File: src/rtl/pll_seq_pkg.sv
// pll_seq_pkg: shared state encoding and default timing for the PLL reset sequencer.
// Imported by pll_reset_sequencer and any debug logic that decodes its state.
package pll_seq_pkg;

    typedef enum logic [2:0] {
        PLL_RESET = 3'd0,
        WAIT_LOCK = 3'd1,
        STABLE    = 3'd2,
        RUN       = 3'd3,
        FAULT     = 3'd4
    } pll_seq_state_t;

    localparam int DEF_RST_CYCLES     = 16;
    localparam int DEF_STABLE_CYCLES  = 1024;
    localparam int DEF_TIMEOUT_CYCLES = 742500;
    localparam int DEF_MAX_RETRIES    = 3;

    // Core reset is released only while the sequencer is in RUN.
    function automatic logic holds_core(input pll_seq_state_t s);
        return s != RUN;
    endfunction

endpackage

File: src/rtl/sync_2ff.sv
// sync_2ff: two-flop synchronizer for slow level signals entering a clock domain.
// Also used for bridge-side control levels; output is cleared by synchronous reset.
module sync_2ff #(
    parameter int WIDTH = 1
) (
    input  logic             clk,
    input  logic             rst,
    input  logic [WIDTH-1:0] d,
    output logic [WIDTH-1:0] q
);

    logic [WIDTH-1:0] meta;

    // Two back-to-back flops give metastability settling time before use.
    always_ff @(posedge clk) begin
        if (rst) begin
            meta <= '0;
            q    <= '0;
        end else begin
            meta <= d;
            q    <= meta;
        end
    end

endmodule

File: src/rtl/pll_reset_sequencer.sv
// pll_reset_sequencer: PLL reset pulse, lock qualification, core reset release.
// Define PLL_LOCK_TIMEOUT_EN for the WAIT_LOCK timeout, retry count and FAULT state.
module pll_reset_sequencer
    import pll_seq_pkg::*;
#(
    parameter int RST_CYCLES     = DEF_RST_CYCLES,
    parameter int STABLE_CYCLES  = DEF_STABLE_CYCLES,
    parameter int TIMEOUT_CYCLES = DEF_TIMEOUT_CYCLES,
    parameter int MAX_RETRIES    = DEF_MAX_RETRIES
) (
    input  logic       clk_74a,
    input  logic       rst,
    input  logic       pll_locked,
    input  logic       restart_req,
    output logic       restart_ack,
    output logic       pll_rst,
    output logic       core_reset,
    output logic       ready,
    output logic       fault,
    output logic [1:0] retry_count,
    output logic [2:0] state
);

    localparam int RW = $clog2(RST_CYCLES + 1);
    localparam int SW = $clog2(STABLE_CYCLES + 1);
    localparam logic [RW-1:0] RST_LAST = RW'(RST_CYCLES - 1);
    localparam logic [SW-1:0] STB_LAST = SW'(STABLE_CYCLES - 1);

    logic           locked_s;
    logic           req_q;
    logic           accept;
    pll_seq_state_t cur;
    pll_seq_state_t nxt;
    logic [RW-1:0]  rst_cnt;
    logic [RW-1:0]  rst_cnt_n;
    logic [SW-1:0]  stb_cnt;
    logic [SW-1:0]  stb_cnt_n;

`ifdef PLL_LOCK_TIMEOUT_EN
    localparam int TW = $clog2(TIMEOUT_CYCLES + 1);
    localparam logic [TW-1:0] TO_LAST   = TW'(TIMEOUT_CYCLES - 1);
    localparam logic [1:0]    RETRY_MAX = 2'(MAX_RETRIES);

    logic [TW-1:0] to_cnt;
    logic [TW-1:0] to_cnt_n;
    logic [1:0]    retry_q;
    logic [1:0]    retry_n;
    logic          fault_q;
`else
    logic unused_cfg;
    assign unused_cfg = ^{TIMEOUT_CYCLES, MAX_RETRIES};
`endif

    sync_2ff #(
        .WIDTH(1)
    ) u_lock_sync (
        .clk(clk_74a),
        .rst(rst),
        .d  (pll_locked),
        .q  (locked_s)
    );

    // A restart is taken only on a low-to-high change of the request level.
    assign accept = restart_req & ~req_q;

    // Next state and counter updates; restart outranks lock and timeout events.
    always_comb begin
        nxt       = cur;
        rst_cnt_n = rst_cnt;
        stb_cnt_n = stb_cnt;
`ifdef PLL_LOCK_TIMEOUT_EN
        to_cnt_n  = to_cnt;
        retry_n   = retry_q;
`endif
        if (accept) begin
            nxt       = PLL_RESET;
            rst_cnt_n = '0;
            stb_cnt_n = '0;
`ifdef PLL_LOCK_TIMEOUT_EN
            to_cnt_n  = '0;
            retry_n   = '0;
`endif
        end else begin
            unique case (cur)
                PLL_RESET: begin
                    if (rst_cnt == RST_LAST) begin
                        nxt = WAIT_LOCK;
`ifdef PLL_LOCK_TIMEOUT_EN
                        to_cnt_n = '0;
`endif
                    end else begin
                        rst_cnt_n = rst_cnt + 1'b1;
                    end
                end
                WAIT_LOCK: begin
                    if (locked_s) begin
                        nxt       = STABLE;
                        stb_cnt_n = '0;
`ifdef PLL_LOCK_TIMEOUT_EN
                    end else if (to_cnt == TO_LAST) begin
                        if (retry_q < RETRY_MAX) begin
                            retry_n   = retry_q + 2'd1;
                            nxt       = PLL_RESET;
                            rst_cnt_n = '0;
                        end else begin
                            nxt = FAULT;
                        end
                    end else begin
                        to_cnt_n = to_cnt + 1'b1;
`endif
                    end
                end
                STABLE: begin
                    if (!locked_s) begin
                        nxt = WAIT_LOCK;
`ifdef PLL_LOCK_TIMEOUT_EN
                        to_cnt_n = '0;
`endif
                    end else if (stb_cnt == STB_LAST) begin
                        nxt = RUN;
                    end else begin
                        stb_cnt_n = stb_cnt + 1'b1;
                    end
                end
                RUN: begin
                    if (!locked_s) begin
                        nxt       = PLL_RESET;
                        rst_cnt_n = '0;
                    end
                end
`ifdef PLL_LOCK_TIMEOUT_EN
                FAULT: begin
                    nxt = FAULT;
                end
`endif
                default: begin
                    nxt       = PLL_RESET;
                    rst_cnt_n = '0;
                end
            endcase
        end
    end

    // State, counters and glitch-free outputs decoded from the next state.
    always_ff @(posedge clk_74a) begin
        req_q <= restart_req;
        if (rst) begin
            cur         <= PLL_RESET;
            rst_cnt     <= '0;
            stb_cnt     <= '0;
            restart_ack <= 1'b0;
            pll_rst     <= 1'b1;
            core_reset  <= 1'b1;
            ready       <= 1'b0;
`ifdef PLL_LOCK_TIMEOUT_EN
            to_cnt      <= '0;
            retry_q     <= '0;
            fault_q     <= 1'b0;
`endif
        end else begin
            cur         <= nxt;
            rst_cnt     <= rst_cnt_n;
            stb_cnt     <= stb_cnt_n;
            restart_ack <= accept;
            pll_rst     <= (nxt == PLL_RESET);
            core_reset  <= holds_core(nxt);
            ready       <= (nxt == RUN);
`ifdef PLL_LOCK_TIMEOUT_EN
            to_cnt      <= to_cnt_n;
            retry_q     <= retry_n;
            fault_q     <= (nxt == FAULT);
`endif
        end
    end

    assign state = cur;

`ifdef PLL_LOCK_TIMEOUT_EN
    assign fault       = fault_q;
    assign retry_count = retry_q;
`else
    assign fault       = 1'b0;
    assign retry_count = 2'b00;
`endif

endmodule

File: config.mk
export PLATFORM = sky130hd
export DESIGN_NAME = pll_reset_sequencer
export DESIGN_NICKNAME = d
export VERILOG_FILES = /design/src/rtl/pll_seq_pkg.sv /design/src/rtl/sync_2ff.sv /design/src/rtl/pll_reset_sequencer.sv
export SDC_FILE = /design/constraint.sdc
export NUM_CORES = 1
export LEC_CHECK = 0
export ABC_CLOCK_PERIOD_IN_PS = 1950
export CORE_MARGIN = 3
export CORE_UTILIZATION = 30
export DETAILED_ROUTE_END_ITERATION = 10
export PLACE_DENSITY = 0.47
export SETUP_SLACK_MARGIN = 0.05
export SLEW_MARGIN = 20
export SYNTH_ARGS = -nofsm -noshare
export SYNTH_HDL_FRONTEND = slang
export SYNTH_SLANG_ARGS = --single-unit
File: constraint.sdc
create_clock -name clk_74a -period 1.95 [get_ports clk_74a]
set_input_delay 0.39 -clock clk_74a [delete_from_list [all_inputs] [get_ports clk_74a]]
set_output_delay 0.39 -clock clk_74a [all_outputs]
set_load 0.02 [all_outputs]
* Yosys cells after proc, flatten, opt, wreduce, memory -nomap -nowiden *
Cells that the tools add are included.

word-level totals
  bits of input ports = 4
  register bits = 26

cells by class
  equality and inequality tests = 12
  multiplexer cells = 14
  bitwise logic cells = 3
  add/sub/neg operators = 2
  reductions and logical operators = 7

operators by type and width
  kind                                                                      count
  11-bit two-way mux                                                        3
  11-bit case mux with 2 select lines                                       1
  3-bit two-way mux                                                         6
  5-bit case mux with 3 select lines                                        1
  3-bit case mux with 4 select lines                                        1
  11-bit by 1-bit adder with 11-bit output (second input constant)          1
  11-bit by 10-bit == test with 1-bit output (second input constant)        1
  5-bit two-way mux                                                         2
  3-bit by 2-bit == test with 1-bit output (second input constant)          3
  3-bit logical NOT                                                         2
  2-bit inequality test (second input constant)                             3
  5-bit by 1-bit adder with 5-bit output (second input constant)            1
  5-bit by 4-bit == test with 1-bit output (second input constant)          1
  2-bit by 1-bit inequality test with 1-bit output (second input constant)  2
  4-bit AND reduction                                                       1
  2-bit OR reduction                                                        2
  3-bit by 1-bit == test with 1-bit output (second input constant)          1
  3-bit by 2-bit inequality test with 1-bit output (second input constant)  1
  3-bit AND reduction                                                       1
  1-bit inverter                                                            2
  2-bit nonzero test                                                        1
  1-bit AND                                                                 1

* Longest topological paths before layout *
Gate-level depths: netlist of the first run.

  depth in word-level cells = 6
  gate-level depth with buffers = 8

* Hierarchy *
A second synthesis of the first run with hierarchy kept.

second synthesis, totals
  cell total of the unflattened synthesis = 131
  area total of the unflattened synthesis = 1204.9 sq um

modules (own cells, without submodules)
  module               instances  area an instance (sq um)  cells each
  pll_reset_sequencer  1          1152.4                    127
  sync_2ff             1          52.6                      4

* Worst setup path before layout of the first run *
No wires, ideal clock.

  path type = register to register
  start point = register cur[1] (netlist: state[1])
  end point = register stb_cnt[9]
  data required time = 1.822 ns
  library setup time = 0.128 ns
  buffers on the path = 2
  stages on the path, launching flop included = 7
  clock period less this slack = 1.741 ns
  slack = 0.209 ns
  data arrival time = 1.613 ns
  cells stage by stage = dfxtp_1 buf_4 or4b_4 nor4_4 buf_6 or4_1 a21oi_1

between the ends
  longest elaborated chain between the ends = 3
  elaborated cells on any way between the ends = 8

ends and longest elaborated chain
  item                                                                                                         RTL line                    source
  start, declared                                                                                              pll_reset_sequencer.sv:32   pll_seq_state_t cur;
  start signal, assigned                                                                                       pll_reset_sequencer.sv:161  cur <= nxt;
  3-bit by 1-bit == test with 1-bit output / 3-bit by 2-bit == test with 1-bit output (equally long branches)  pll_reset_sequencer.sv:84   unique case (cur)
  2-bit by 1-bit inequality test with 1-bit output (no source line) (tied with other cells)                    n/a
  4-bit AND reduction (no source line)                                                                         n/a
  end signal, assigned                                                                                         pll_reset_sequencer.sv:163  stb_cnt <= stb_cnt_n;
  end, declared                                                                                                pll_reset_sequencer.sv:36   logic [SW-1:0] stb_cnt;

Several ways; a longest one is shown, not always the timed one.
A chain may end at the register's enable or synchronous reset.

* Worst setup path in the final report of the first run *
  start point = register cur[2] (netlist: state[2])
  end point = register stb_cnt[9]

The elaborated chain is that of the path after synthesis.

==> results of run 1 <==
layout make-up:
| type | count | area share (%) |
|---|---|---|
| clock buffers | 4 | 3.76 |
| inverters | 2 | 0.513 |
| multi-input cells | 94 | 43.1 |
| flip-flops and latches | 26 | 35.8 |
| well taps | 48 | 4.11 |
| repair buffers | 21 | 12.7 |
registers in the layout, summed over array words and instances (netlist names):
signal,count
stb_cnt,11
u_lock_sync.meta,1
core_reset,1
pll_rst,1
ready,1
state,3
req_q,1
u_lock_sync.q,1
rst_cnt,5
restart_ack,1
per-stage QoR:
step	instances	hold slack [ps]	instance area (um2)	worst slack, ps
5_1_grt	195	465	1460	32.8
3_3_place_gp	188	426	1370	160
4_1_cts	192	454	1430	114
3_5_place_dp	188	435	1370	94.8
2_1_floorplan	132	414	1220	209
6_report	195	451	1460	143
what timing repair did:
action                                  in CTS  in global routing
resized for setup                            0                  4
buffers inserted                             0                  3
endpoints found under the setup margin       0                  6
worst register-to-register path, cell delays in order, from the launching register on:
cell and delay [ps]:
dfxtp_4 360, or4b_4 540, nor4_4 430, buf_4 210
or4_1 110, a21oi_1 50
path summary, 6_finish.rpt:
path	endpoint	cells past startpoint	slack (ps)	from
max	stb_cnt[9]	5	140	state[2]
min	u_lock_sync.q	1	450	u_lock_sync.meta
max reg2reg	stb_cnt[9]	5	140	state[2]
min reg2reg	u_lock_sync.q	1	450	u_lock_sync.meta
cells in the final DEF, fill, tap and decap left out, types with 3 or more instances in the layout:
cell / n
xor2_1: 3
and3_1: 3
buf_4: 11
o31ai_1: 8
clkbuf_8: 4
or3_1: 5
clkdlybuf4s50_1: 9
nor2b_1: 4
a21oi_1: 7
nor2_1: 11
nand2_1: 6
nand2b_1: 4
ha_1: 3
dfxtp_1: 25
conb_1: 4
or4_1: 4
nor3_1: 3
layer usage:
layer  GRT usage, %  vias to the layer above  routed length [um]
li1               -                      503                   -
met1           15.4                      448                1240
met2           16.5                        8                1080
met3           1.74                        2                  54
met4           3.90                        0                  21
met5              0                        -                   0
power groups by stage:
stage | combinational (mW) | clock (mW) | sequential, mW
2_1_floorplan | 0.0289 | 0 | 0.556
6_report | 0.0474 | 0.346 | 0.541
3_3_place_gp | 0.0435 | 0 | 0.555
4_1_cts | 0.0443 | 0.362 | 0.542
5_1_grt | 0.0529 | 0.390 | 0.542
3_5_place_dp | 0.0439 | 0 | 0.555
cells by family after synthesis:
| kind of cell | share of synthesized area (%) |
|---|---|
| AO/OA/AOI/OAI | 14.3 |
| multiplexers | 0.826 |
| AND/OR/NAND/NOR | 28.6 |
| adder cells (fa/ha/maj) | 3.10 |
| flip-flops | 43.0 |
| buffers and inverters | 6.30 |
| other | 0.310 |
| XOR/XNOR | 3.62 |
==> impl_metrics.yaml, run 1 <==
outcome:
  outcome: "finished, final reports clean"
setup_path:
  path_cells: "or4b_4, nor4_4, buf_4, or4_1, a21oi_1"
  cp.buffers_inverters: 1
  path_max_fanout: 7
  path_class: "flop to flop"
  critical-path-slowest-cell: "or4b_4"
  critPathTopFamily: "simple AND/OR/NAND/NOR gates"
  slowest_delay_ps: 530
  critPathRequiredTime_ps: 2110
  arrival_ps: 1960
  start_kind: "flop"
  crit_path_end_kind: "flop"
yosys:
  ys_top_cells_by_count: "dfxtp_1, nor2_1, o31ai_1, a21oi_1, nand2_1"
  synth-edff-count: 0
  yosys.area.top_type: "dfxtp_1"
  yosys_warnings: 0
  yosys-top-cells-area: "dfxtp_1, o31ai_1, nor2_1"
  ys_ff_latch: 26
  synth.distinct_cells: 42
  yosysSeqAreaShare_pct: 43.0
  synth_top_area_share_pct: 43.0
  synth_flop_cell: "dfxtp_1"
  postSynthCellCount: 129
  netlist_area_um2: 1210
  yosysMostFrequentCell: "dfxtp_1"
  avgSynthCellArea_um2: 9.39
  async_flop_share_pct: 0
pwr:
  internal-power_mw: 0.739
  peakVddDrop_mv: 0.324
  p_sw_mw: 0.195
  power_frac_seq_pct: 57.9
  finalPower_mw: 0.934
  clock_power_share_pct: 37.0
  p_comb_share_pct: 5.1
  power.leakage_nw: 0.555
  powerDensity_nw_per_um2: 639
  swShare_pct: 20.9
sta:
  fin_crit_sh_pct: 92.7
  period_needed_ps: 1810
  clock_skew_ps: 3.57
  setup_viol: 0
  maxSlewViolCount: 0
  fmax_mhz: 553
  rsz0062_at_grt: "true"
  hold_viol: 0
  finalSetupTns_ps: 0
clocking:
  cts_tree: "yes"
  insertion_delay_ps: 270
  cts.sinks: 26
  cts.htree.levels: 1
  clk_pin_slew_ps: 90
  cts_buffers: 3
  postCtsHoldBufs: 0
  clk_path_buf_depth: 2
  root_buffer: "clkbuf_8"
die:
  dieWidth_um: 69.5
  dieArea_um2: 4840
  core_area_um2: 3770
  die_h_um: 69.5
  start_util_pct: 32.1
  ios: 14
  std_cell_rows: 22
global_route:
  grt_pass1_vias: 927
  overflow: 0
  grt_usage_pct: 10.9
  grt_pass1_wl_mm: 4.33
  grt_max_degree: 15
  antenna_found_initial: 0
route:
  ant_nets: 0
  routed_wl_mm: 2.40
  drc: 0
  num_vias: 961
  first_pass_iters: 4
  viasPerCell: 4.93
  wl_per_cell_um: 12.3
  drtIter0Drc: 38
layout:
  syn_to_final_growth_pct: 20.8
  nNetsFinal: 155
  seqCellArea_um2: 524
  num-fill-cells: 384
  utilization_pct: 38.8
  antenna_cells: 0
  drive_gt1_share_pct: 15.6
  multi_input_area_um2: 631
hold_path:
  hold_path_class: "flop to flop"
placed_design:
  port_buffers: 10
  dp_hpwl_mm: 1.80
  gp_congestion: 0.750
job:
  drv_cap: 0
(Power assumes the default switching activity.)
==> run 2: changes to the inputs <==
--- a/config.mk
+++ b/config.mk
@@ -6,6 +6,7 @@
 export NUM_CORES = 1
 export LEC_CHECK = 0
 export ABC_CLOCK_PERIOD_IN_PS = 1950
+export CAP_MARGIN = 40
 export CORE_MARGIN = 3
 export CORE_UTILIZATION = 30
 export DETAILED_ROUTE_END_ITERATION = 10
==> results of run 2 <==
Same layout as run 1: the final DEF is identical, and so are final timing and power.
